### src/rtl/riscv_pkg.sv
// Shared core definitions: datapath width, reset vector,
// base opcodes and the canonical NOP encoding.
package riscv_pkg;

    localparam int          XLEN     = 32;
    localparam logic [31:0] RESET_PC = 32'h0000_0000;

    localparam logic [6:0] OPC_OP     = 7'b0110011;
    localparam logic [6:0] OPC_LOAD   = 7'b0000011;
    localparam logic [6:0] OPC_STORE  = 7'b0100011;
    localparam logic [6:0] OPC_BRANCH = 7'b1100011;
    localparam logic [6:0] OPC_OP_IMM = 7'b0010011;

    localparam logic [31:0] NOP = 32'h0000_0013;

endpackage

### src/rtl/fetch_fifo.sv
// Synchronous FIFO of {pc, instr} fetch entries.
// Ports: clk, rst_n (sync, active-low), flush, push/wdata,
//        pop, rdata (head entry), valid (non-empty), count.
module fetch_fifo #(
    parameter int DEPTH = 2,
    parameter int W     = riscv_pkg::XLEN + 32
) (
    input  logic                     clk,
    input  logic                     rst_n,
    input  logic                     flush,
    input  logic                     push,
    input  logic [W-1:0]             wdata,
    input  logic                     pop,
    output logic [W-1:0]             rdata,
    output logic                     valid,
    output logic [$clog2(DEPTH):0]   count
);
    import riscv_pkg::*;

    localparam int AW = $clog2(DEPTH);

    logic [W-1:0]  mem [DEPTH];
    logic [AW-1:0] wr_ptr;
    logic [AW-1:0] rd_ptr;
    logic [AW:0]   cnt;
    logic          full;
    logic          do_pop;

    assign full   = (cnt == (AW+1)'(DEPTH));
    assign do_pop = pop && (cnt != '0);
    assign rdata  = mem[rd_ptr];
    assign valid  = (cnt != '0);
    assign count  = cnt;

    // Flush dominates both push and pop.
    always_ff @(posedge clk) begin
        if (!rst_n) begin
            wr_ptr <= '0;
            rd_ptr <= '0;
            cnt    <= '0;
            for (int i = 0; i < DEPTH; i++) mem[i] <= '0;
        end else if (flush) begin
            wr_ptr <= '0;
            rd_ptr <= '0;
            cnt    <= '0;
        end else begin
            assert (!(push && full && !pop));
            if (push) begin
                mem[wr_ptr] <= wdata;
                wr_ptr      <= wr_ptr + AW'(1);
            end
            if (do_pop) rd_ptr <= rd_ptr + AW'(1);
            cnt <= cnt + {{AW{1'b0}}, push} - {{AW{1'b0}}, do_pop};
        end
    end

endmodule

### src/rtl/fetch_unit.sv
// Instruction fetch: PC, imem req/gnt/rvalid reads, {pc,instr} queue,
// valid/ready output to decode, redirect with flush of stale fetches.
// Ports: clk, rst_n; imem_req/addr/gnt/rvalid/rdata;
//        redirect_valid/pc; out_valid/ready/instr/pc.
module fetch_unit #(
    parameter int              XLEN     = riscv_pkg::XLEN,
    parameter logic [XLEN-1:0] RESET_PC = riscv_pkg::RESET_PC,
    parameter int              DEPTH    = 2
) (
    input  logic            clk,
    input  logic            rst_n,
    output logic            imem_req,
    output logic [XLEN-1:0] imem_addr,
    input  logic            imem_gnt,
    input  logic            imem_rvalid,
    input  logic [31:0]     imem_rdata,
    input  logic            redirect_valid,
    input  logic [XLEN-1:0] redirect_pc,
    output logic            out_valid,
    input  logic            out_ready,
    output logic [31:0]     out_instr,
    output logic [XLEN-1:0] out_pc
);
    import riscv_pkg::*;

    localparam int CW = $clog2(DEPTH) + 1;

    logic [XLEN-1:0]    fetch_pc;
    logic [XLEN-1:0]    resp_pc;
    logic [CW-1:0]      outstanding;
    logic [CW-1:0]      discard;
    logic [CW-1:0]      q_count;
    logic               q_valid;
    logic [XLEN+31:0]   q_rdata;
    logic [CW:0]        used;
    logic               pop;
    logic               push;
    logic               gnt_ok;
    logic [XLEN-1:0]    target;
    logic               unused_bits;

    assign unused_bits = ^redirect_pc[1:0];
    assign target      = {redirect_pc[XLEN-1:2], 2'b00};

    assign out_valid = q_valid && !redirect_valid;
    assign pop       = out_valid && out_ready;
    assign out_pc    = q_rdata[XLEN+31:32];
    assign out_instr = q_rdata[31:0];

    // Credit counts an entry leaving this cycle as free, so a
    // 1-cycle memory streams at full rate with only 2 entries.
    // A response can still never meet a full queue.
    assign used = {1'b0, q_count} - {{CW{1'b0}}, pop}
                + {1'b0, outstanding};

    assign imem_req  = rst_n && !redirect_valid
                    && (used < (CW+1)'(DEPTH));
    assign imem_addr = fetch_pc;
    assign gnt_ok    = imem_req && imem_gnt;

    assign push = imem_rvalid && !redirect_valid && (discard == '0);

    always_ff @(posedge clk) begin
        if (!rst_n) begin
            fetch_pc    <= {RESET_PC[XLEN-1:2], 2'b00};
            resp_pc     <= {RESET_PC[XLEN-1:2], 2'b00};
            outstanding <= '0;
            discard     <= '0;
        end else begin
            assert (!(imem_rvalid && outstanding == '0));
            outstanding <= outstanding + CW'(gnt_ok) - CW'(imem_rvalid);
            if (redirect_valid) begin
                fetch_pc <= target;
                resp_pc  <= target;
                // Every response still in flight predates the redirect;
                // outstanding already includes any pending discards.
                discard  <= outstanding - CW'(imem_rvalid);
            end else begin
                if (gnt_ok) fetch_pc <= fetch_pc + XLEN'(4);
                if (push)   resp_pc  <= resp_pc + XLEN'(4);
                if (imem_rvalid && discard != '0)
                    discard <= discard - CW'(1);
            end
        end
    end

    fetch_fifo #(
        .DEPTH (DEPTH),
        .W     (XLEN + 32)
    ) u_fifo (
        .clk   (clk),
        .rst_n (rst_n),
        .flush (redirect_valid),
        .push  (push),
        .wdata ({resp_pc, imem_rdata}),
        .pop   (pop),
        .rdata (q_rdata),
        .valid (q_valid),
        .count (q_count)
    );

endmodule

### config.mk
export PLATFORM = sky130hd
export DESIGN_NAME = fetch_unit
export DESIGN_NICKNAME = d
export VERILOG_FILES = /design/src/rtl/riscv_pkg.sv /design/src/rtl/fetch_fifo.sv /design/src/rtl/fetch_unit.sv
export SDC_FILE = /design/constraint.sdc
export NUM_CORES = 1
export LEC_CHECK = 0
export ABC_AREA = 1
export BUFFER_PORTS_ARGS = -buffer_cell sky130_fd_sc_hd__clkbuf_2
export CAP_MARGIN = 20
export CORE_MARGIN = 2
export CORE_UTILIZATION = 60
export DETAILED_ROUTE_END_ITERATION = 8
export GPL_TIMING_DRIVEN = 1
export HOLD_SLACK_MARGIN = 0.15
export PLACE_DENSITY = 0.94
export SYNTH_ARGS = -nofsm -noshare
export SYNTH_HDL_FRONTEND = slang
export SYNTH_SLANG_ARGS = --single-unit
### constraint.sdc
create_clock -name clk -period 10.2 [get_ports clk]
set_input_delay 3.06 -clock clk [delete_from_list [all_inputs] [get_ports clk]]
set_output_delay 3.06 -clock clk [all_outputs]
set_load 0.01 [all_outputs]
---- Word level (Yosys, flattened, before mapping) ----
Memories as Yosys holds them, arrays and structs flattened. A register that Yosys moved wholly into a read port is not among the register bits.
Index checks and enable logic that the tools add are counted.
cells by class
  add/sub/neg operators ................... 12
  multiply operators ...................... 0
  div/mod/pow operators ................... 0
  $lt $le $gt $ge ......................... 1
  equality and inequality tests ........... 0
  shift operators ......................... 0
  muxes and demuxes ....................... 16
  bitwise logic cells ..................... 1
  reduce and logical (&&, ||, !) cells .... 18
operators by type and width
  cell                   number
  $mux 32                4
  $add 32x3->32 const B  2
  $mux 64                1
  $reduce_or 64->1       1
  $reduce_bool 2->1      5
  $logic_and 1x1->1      9
  $mux 1                 9
  $sub 2x1->2            3
  $add 2x1->2            2
  $mux 2                 2
  $add 3x2->3            1
  $lt 3x2->1 const B     1
  $sub 2x1->3            1
  $add 1x1->1 const B    2
  $logic_not 2->1        1
  $reduce_or 2->1        1
  $sub 2x1->2 const B    1
  $logic_not 1->1        1
  $not 1->1              1
storage, ports and cells
  flip-flop bits (word level) ............. 72
  bits in latches ......................... 0
  RAM bits ................................ 128
  ROM bits ................................ 0
  memories ................................ 1
memory list
  memory      depth  bits a word  rd ports  clocked after memory_dff  wr ports  line              text
  u_fifo.mem  2      64           1         1                         2         fetch_fifo.sv:22  logic [W-1:0] mem [DEPTH];

---- Logic depth before layout (Yosys ltp) ----
Gate-level depths: netlist of the first run.
  depth after elaboration ................. 10
  depth in mapped cells ................... 17

---- Hierarchy ----
Synthesis of the first run repeated with hierarchy kept, for this count alone.
unflattened totals
  cells, all modules ...................... 1,195
  area, all modules ....................... 10,288.6 µm²
modules (own cells, without submodules)
  module      instances  cells an instance  area each (µm²)  seq. area each (µm²)
  fetch_fifo  1          443                5,729.2          3,943.8
  fetch_unit  1          752                4,559.4          1,281.2

---- Least setup slack after synthesis of the first run ----
Ideal clock, no wire load.
  path type ............................... input to output
  start ................................... input redirect_valid
  end ..................................... output imem_req
  arrival ................................. 4.960 ns
  data required time ...................... 7.140 ns
  slack ................................... 2.180 ns
  cell stages on the path ................. 10
  path buffers ............................ 1
  cells stage by stage .................... buf_6 a21oi_1 nand2_1 inv_1 ha_1 or2_2 fa_1 xor2_1 nand2_1 inv_1
on the way
  longest elaborated chain between the ends .. 7
RTL lines
  what                line              text
  start: declaration  fetch_unit.sv:17  input logic redirect_valid,
  $logic_not 1->1     fetch_unit.sv:45  assign out_valid = q_valid && !redirect_valid;
  $logic_and 1x1->1   fetch_unit.sv:45
  net out_valid       fetch_unit.sv:19  output logic out_valid,
  $logic_and 1x1->1   fetch_unit.sv:46  assign pop = out_valid && out_ready;
  $sub 2x1->3         fetch_unit.sv:53  assign used = {1'b0, q_count} - {{CW{1'b0}}, pop}
  $add 3x2->3         fetch_unit.sv:54  + {1'b0, outstanding};
  $lt 3x2->1          fetch_unit.sv:57  && (used < (CW+1)'(DEPTH));
  $logic_and 1x1->1   fetch_unit.sv:57
  end: declaration    fetch_unit.sv:12  output logic imem_req,
The timed path passes the listed nets, and every way through them passes these cells.

---- Worst setup path after layout of the first run ----
  start ................................... input redirect_valid
  end ..................................... output imem_req
on the way
  longest elaborated chain between the ends .. 7
RTL lines
  what                 line
  $logic_not 1->1 *    fetch_unit.sv:45, fetch_unit.sv:56
  $logic_and 1x1->1    fetch_unit.sv:45
  $logic_and 1x1->1    fetch_unit.sv:46
  $sub 2x1->3          fetch_unit.sv:53
  $add 3x2->3          fetch_unit.sv:54
  $lt 3x2->1           fetch_unit.sv:57
  $logic_and 1x1->1 *  fetch_unit.sv:57
Every way passes the cells marked *; elsewhere a longest branch is shown, timed or not.

==> implementation parameters, run 1 <==
Parameter                              Value

Critical path
  CP Max Fanout ... 44
  Kind of start point of the critical path ... input pin
  Reg2reg path depth ... 15
  Crit path kind ... in2out
  Beginning of the worst register-to-register path ... u_fifo.count[1]$_SDFF_PP0_
  Crit end category ... output pin
  R2R Path End ... imem_addr[8]$_SDFFE_PN0P_
  Worst setup slack for register-to-register paths ... 6.73 ns
  Critical Path AT ... 5.38 ns
  Data required, critical path ... 7.14 ns

GRT
  Initial antenna violation count ... 0
  Global-route wire length before repair ... 38800 µm
  Maximum number of pins on one net before global-route repair ... 64
  Tot GR Track Use ... 0.276
  Number of global-route vias before repair ... 8095
  Residual overflow from global routing ... 0

Layout
  Final std cell area, no fill ... 0.0115 mm²
  Area added between synthesis and finish ... 15.0%
  Number of antenna repair diodes ... 0
  Layout cells sized above 1 ... 0.222
  Final net count ... 1410

Timing
  Number of setup violations in the final report ... 0
  Final-report max-slew violation count ... 0
  Slew at the pin with the worst max-slew slack ... 0.840 ns
  FMAX ... 0.118 GHz
  Final setup TNS ... 0 ns
  Final hold vios ... 0
  Maximum clock skew at final layout ... 0.0116 ns
  Crit share post-route ... 0.828
  Worst slew margin relative to its limit ... 0.439
  Final worst path period need ... 8.44 ns
  Setup repair after global routing missed its margin ... false

Yosys
  Proportion of synthesized chip area in sequential cells ... 0.510
  Cell type with the largest total area after synthesis ... sky130_fd_sc_hd__edfxtp_1
  Area fraction of the dominant cell type after synthesis ... 0.372
  Leading register cell type out of synthesis ... sky130_fd_sc_hd__edfxtp_1
  Leading post-synthesis cells by instance count ... 244 x sky130_fd_sc_hd__nand2_1, 215 x sky130_fd_sc_hd__nor2_1, 159 x sky130_fd_sc_hd__inv_1
  Synth warn ... 0
  Number of synthesized flops with an enable pin ... 124
  Most frequent cell after synthesis ... sky130_fd_sc_hd__nand2_1
  Leading cell types by total area after synthesis ... sky130_fd_sc_hd__edfxtp_1 37%, sky130_fd_sc_hd__dfxtp_1 14%, sky130_fd_sc_hd__nand2_1 9.1%, sky130_fd_sc_hd__nor2_1 8.1%, sky130_fd_sc_hd__mux2_2 7.0%
  Count of cell types in the netlist ... 40
  Mapped Avg Cell Area ... 8.46 µm²
  Number of standard cells after synthesis ... 1184
  Post-synthesis async set-or-reset flop share ... 0
  Flop and latch count out of synthesis ... 193
  Netlist Area Pre-Place ... 0.0100 mm²

Flow run
  Maximum capacitance violations ... 0

Clock network
  CTS buffer count ... 17
  CTS clock-pin slew for the worst setup and hold paths ... 0.07 ns
  Post-CTS setup buffer count ... 0
  Root buffer cell ... sky130_fd_sc_hd__clkbuf_16
  TritonCTS clock tree ... done
  Cells resized by post-CTS repair ... 0
  Number of buffers on the longest clock path ... 2
  Source-to-sink clock delay at the later pin of the worst-skew pair ... 0.44 ns
  Cts-stage hold buffer count ... 0
  Deepest level of the CTS H-tree ... 4
  CTS sink cnt ... 193

Placed design
  Post-detailed-placement half-perimeter wirelength ... 16800 µm
  Placed Instance Area ... 0.0109 mm²
  Final RePlAce weighted congestion ... 0.951
  Total of buffers placed on input and output ports ... 161

Drt
  DRC violation total after the first TritonRoute iteration ... 747
  Routed WL ... 24400 µm
  First-pass iteration count of the detailed router ... 7
  Drt via density ... 5.44
  Number of remaining DRC errors ... 0
  Routed vias ... 8494
  Routed WL per cell ... 15.6 µm
  Antenna violation net count after detailed routing ... 0

Min path
  Class of the tightest hold or removal check ... reg2reg
  Hold endpoint ... outstanding[1]$_SDFF_PN0_
  Hold path depth ... 1
  Min-Delay Startpoint ... outstanding[1]$_SDFF_PN0_

Die
  Rows ... 47
  Initial core utilization ... 0.608
  Number of I/O pins ... 168
  Die footprint ... 0.0177 mm²
  Die height ... 133 µm
  Core Area ... 0.0165 mm²
  Die boundary width ... 133 µm

Power and ir drop
  Total power ... 1.78 mW
  Power density of the placed cells ... 155 mW/mm²
  Lkg Pwr ... 4.96 nW
  Peak VDD IR ... 0.134 mV

Status
  Run status ... finished clean
==> power breakdown <==
part | leakage (nW) | total (mW) | internal (mW) | switching [mW]
clock network | 0.287 | 0.679 | 0.370 | 0.309
registers | 1.86 | 0.905 | 0.874 | 0.0306
logic | 2.81 | 0.200 | 0.0708 | 0.129
==> sequential cells by signal, summed over array words and instances, names as in the netlist, named ones only <==
name           cells
u_fifo.mem       124
imem_addr         30
resp_pc           30
discard            2
outstanding        2
u_fifo.count       2
u_fifo.rd_ptr      1
u_fifo.wr_ptr      1
==> worst max-delay path by stage <==
| stage | from | end | slack, ns | cells past startpoint |
|---|---|---|---|---|
| 2_1_floorplan | redirect_valid | imem_req | 2.18 | 10 |
| 3_3_place_gp | redirect_valid | imem_req | 1.82 | 12 |
| 3_5_place_dp | redirect_valid | imem_req | 1.77 | 12 |
| 4_1_cts | redirect_valid | imem_req | 1.76 | 12 |
| 5_1_grt | redirect_valid | imem_req | 1.57 | 12 |
| 6_report | redirect_valid | imem_req | 1.76 | 12 |
==> cells in the final DEF, fill, tap and decap left out, types with 17 or more instances in the layout <==
cell type / count
sky130_fd_sc_hd__nand2_1: 242
sky130_fd_sc_hd__nor2_1: 215
sky130_fd_sc_hd__clkbuf_2: 161
sky130_fd_sc_hd__inv_1: 159
sky130_fd_sc_hd__edfxtp_1: 124
sky130_fd_sc_hd__nand3_1: 77
sky130_fd_sc_hd__dfxtp_1: 68
sky130_fd_sc_hd__mux2_2: 62
sky130_fd_sc_hd__a21oi_1: 59
sky130_fd_sc_hd__o21ai_0: 37
sky130_fd_sc_hd__clkbuf_16: 17
==> worst max-delay path, cell delays in order <==
cell,delay [ns]
sky130_fd_sc_hd__clkbuf_2,0.08
sky130_fd_sc_hd__buf_4,0.42
sky130_fd_sc_hd__a21oi_1,0.11
sky130_fd_sc_hd__nand2_1,0.15
sky130_fd_sc_hd__inv_1,0.06
sky130_fd_sc_hd__ha_1,0.26
sky130_fd_sc_hd__or2_2,0.30
sky130_fd_sc_hd__fa_1,0.38
sky130_fd_sc_hd__xor2_1,0.30
sky130_fd_sc_hd__nand2_1,0.08
sky130_fd_sc_hd__inv_1,0.06
sky130_fd_sc_hd__clkbuf_2,0.12
==> cell type report <==
type,count,area (µm²)
flip-flops and latches,193,5110
fillers,1217,4960
multi-input cells,786,4050
repair buffers,168,858
inverters,163,619
clock buffers,17,425
well taps,220,275
clock inverters,15,176
==> through the flow <==
step | cells | setup WS, ns | util | hold slack [ns]
finish | 1562 | 1.76 | 0.699 | 0.511
global route | 1562 | 1.57 | 0.699 | 0.550
CTS | 1562 | 1.76 | 0.699 | 0.515
detailed placement | 1530 | 1.77 | 0.662 | 0.498
global placement | 1530 | 1.82 | 0.662 | 0.468
floorplan | 1187 | 2.18 | - | 0.455
==> per-layer routing <==
metal	up-vias	GRT usage	wire, µm
met5	-	0	0
met4	0	0.0963	544
met3	60	0.0597	2260
met2	446	0.463	11600
met1	3893	0.357	10000
li1	4095	-	-
==> cells by family (layout without fill, tap and decap cells) <==
logic type,Yosys count,count (layout),share of synthesized area
flops,193,193,0.510
xor+xnor,18,18,0.0157
mux,62,62,0.0697
simple gates,578,578,0.243
other cells,1,4,0.000375
buf+inv,208,363,0.0872
compound gates,113,113,0.0591
fa+ha+maj,11,11,0.0145
Power figures use the tool's default switching activity.
==> run 2, diff against run 1 <==
- CORE_UTILIZATION: 60 -> 57
- PLACE_DENSITY: 0.94 -> 0.91
- clock period: 10.2 -> 8.3 ns (I/O delays scaled with it)
==> implementation parameters, run 2 (synthesis gave the netlist of run 1 again) <==
Parameter                              Value

GRT
  Residual overflow from global routing ... 0
  Tot GR Track Use ... 0.267
  Initial antenna violation count ... 0
  Number of global-route vias before repair ... 8048
  Global-route wire length before repair ... 38800 µm
  Maximum number of pins on one net before global-route repair ... 64

Clock network
  TritonCTS clock tree ... done
  CTS buffer count ... 17
  CTS sink cnt ... 193
  Source-to-sink clock delay at the later pin of the worst-skew pair ... 0.44 ns
  Deepest level of the CTS H-tree ... 4
  Cells resized by post-CTS repair ... 0
  Number of buffers on the longest clock path ... 2
  CTS clock-pin slew for the worst setup and hold paths ... 0.07 ns
  Root buffer cell ... sky130_fd_sc_hd__clkbuf_16
  Post-CTS setup buffer count ... 0
  Cts-stage hold buffer count ... 0

Layout
  Number of flip-flops under the largest register name ... 124
  Commonest cells after routing, fill and taps aside ... 242 x sky130_fd_sc_hd__nand2_1, 215 x sky130_fd_sc_hd__nor2_1, 161 x sky130_fd_sc_hd__clkbuf_2
  Final std cell area, no fill ... 0.0115 mm²
  Most common cell after layout, fill and taps aside ... sky130_fd_sc_hd__nand2_1
  Final net count ... 1410
  Top reg by flops ... u_fifo.mem
  Area added between synthesis and finish ... 14.7%
  Number of antenna repair diodes ... 0
  Layout cells sized above 1 ... 0.223

Critical path
  Delay contributed by the slowest stage of the critical path ... 0.38 ns
  Cell-by-cell trace of the critical path ... clkbuf_2 -> a21oi_1 -> nand2_1 -> inv_1 -> ha_1 -> or2_2 -> fa_1 -> xor2_1 -> nand2_1 -> inv_1 -> clkbuf_2
  Data required, critical path ... 5.81 ns
  Number of buffer and inverter instances along the worst setup path ... 4
  Kind of start point of the critical path ... input pin
  CP Max Fanout ... 3
  Kind of cell adding the most delay to the critical path ... adder cells
  Critical Path AT ... 4.36 ns
  Crit path kind ... in2out
  Critical path depth in cells ... 11
  R2R Path End ... outstanding[1]$_SDFF_PN0_
  Worst setup slack for register-to-register paths ... 4.86 ns
  Beginning of the worst register-to-register path ... u_fifo.count[1]$_SDFF_PP0_
  Worst-path cell with the longest stage delay ... sky130_fd_sc_hd__fa_1
  Crit end category ... output pin
  Worst Setup EP ... imem_req
  Launching element of the worst setup path ... redirect_valid
  Reg2reg path depth ... 15

Timing
  Number of setup violations in the final report ... 0
  Setup repair after global routing missed its margin ... false
  FMAX ... 0.146 GHz
  Final hold vios ... 0
  Maximum clock skew at final layout ... 0.00744 ns
  Worst slew margin relative to its limit ... 0.414
  Crit share post-route ... 0.826
  Final setup TNS ... 0 ns
  Final-report max-slew violation count ... 0
  Final worst path period need ... 6.85 ns
  Post-route setup slack ... 1.45 ns
  Slew at the pin with the worst max-slew slack ... 0.877 ns

Drt
  DRC violation total after the first TritonRoute iteration ... 676
  Routed WL per cell ... 15.7 µm
  Number of remaining DRC errors ... 0
  Drt via density ... 5.44
  Routed vias ... 8519
  Routed WL ... 24600 µm
  Antenna violation net count after detailed routing ... 0
  First-pass iteration count of the detailed router ... 7

Die
  Number of I/O pins ... 168
  Rows ... 48
  Die height ... 137 µm
  Die boundary width ... 137 µm
  Core Area ... 0.0172 mm²
  Initial core utilization ... 0.581
  Die footprint ... 0.0186 mm²

Placed design
  Final RePlAce weighted congestion ... 0.991
  Total of buffers placed on input and output ports ... 161
  Post-Place Setup Slack ... 1.42 ns
  Post-detailed-placement half-perimeter wirelength ... 17000 µm
  Placed Instance Area ... 0.0109 mm²

Status
  Run status ... finished clean

Min path
  Class of the tightest hold or removal check ... reg2reg

Flow run
  Maximum capacitance violations ... 0

Power and ir drop
  Power density of the placed cells ... 187 mW/mm²
  Lkg Pwr ... 4.94 nW
  Peak VDD IR ... 0.168 mV
-- run 2: changes by cell type in the layout (fill, tap and decap cells not counted), sizes merged --
cell,previous run,this run
clkinv,4,6
clkinvlp,3,2
bufinv,2,0
inv,169,170
-- run 2: worst min path at each step --
stage	from	to	slack [ns]	cells past startpoint
finish	u_fifo.rd_ptr$_SDFFE_PP0P_	flop	0.51	2
global route	u_fifo.rd_ptr$_SDFFE_PP0P_	flop	0.54	2
CTS	u_fifo.rd_ptr$_SDFFE_PP0P_	flop	0.51	2
detailed placement	u_fifo.rd_ptr$_SDFFE_PP0P_	flop	0.49	2
global placement	outstanding[1]$_SDFF_PN0_	outstanding[1]$_SDFF_PN0_	0.47	1
floorplan	outstanding[1]$_SDFF_PN0_	outstanding[1]$_SDFF_PN0_	0.45	1
-- run 2: worst register-to-register path: stages, from the launching register on --
cell                      delay (ns)
sky130_fd_sc_hd__dfxtp_1        0.36
sky130_fd_sc_hd__inv_1          0.08
sky130_fd_sc_hd__a21oi_1        0.16
sky130_fd_sc_hd__nand2_1        0.12
sky130_fd_sc_hd__inv_1          0.07
sky130_fd_sc_hd__ha_1           0.21
sky130_fd_sc_hd__or2_2          0.30
sky130_fd_sc_hd__fa_1           0.38
sky130_fd_sc_hd__xor2_1         0.31
sky130_fd_sc_hd__nand3_4        0.34
sky130_fd_sc_hd__ha_1           0.40
sky130_fd_sc_hd__inv_1          0.04
sky130_fd_sc_hd__ha_1           0.17
sky130_fd_sc_hd__xor2_1         0.16
sky130_fd_sc_hd__o21ai_0        0.10
sky130_fd_sc_hd__a21oi_1        0.18
-- run 2: routing by layer --
metal / wire, µm / GRT usage / vias to the layer above
met5: 0 / 0 / -
met4: 499 / 0.0926 / 0
met3: 2290 / 0.0467 / 46
met2: 11600 / 0.452 / 412
met1: 10200 / 0.346 / 3960
li1: - / - / 4101
-- run 2: cell type report --
cell class | count | area [µm²]
sequential | 193 | 5110
clock inverter | 15 | 140
timing repair buffer | 168 | 858
fill | 1377 | 5760
clock buffer | 17 | 425
multi-input combinational | 786 | 4050
tap | 225 | 282
inverter | 163 | 619
-- run 2: where the power goes --
part / leakage (nW) / switching [mW] / total (mW) / internal (mW)
Combinational: 2.81 / 0.159 / 0.246 / 0.0872
Sequential: 1.86 / 0.0380 / 1.11 / 1.07
Clock: 0.274 / 0.386 / 0.784 / 0.397
Total: 4.94 / 0.583 / 2.14 / 1.56
-- run 2: per-stage QoR --
step                instances  total power [mW]  hold slack [ns]   util
global placement         1535              1.36            0.467  0.633
global route             1567              2.22            0.540  0.666
finish                   1567              2.14            0.509  0.666
floorplan                1187              1.28            0.455      -
detailed placement       1535              1.38            0.491  0.633
CTS                      1567              2.15            0.511  0.666
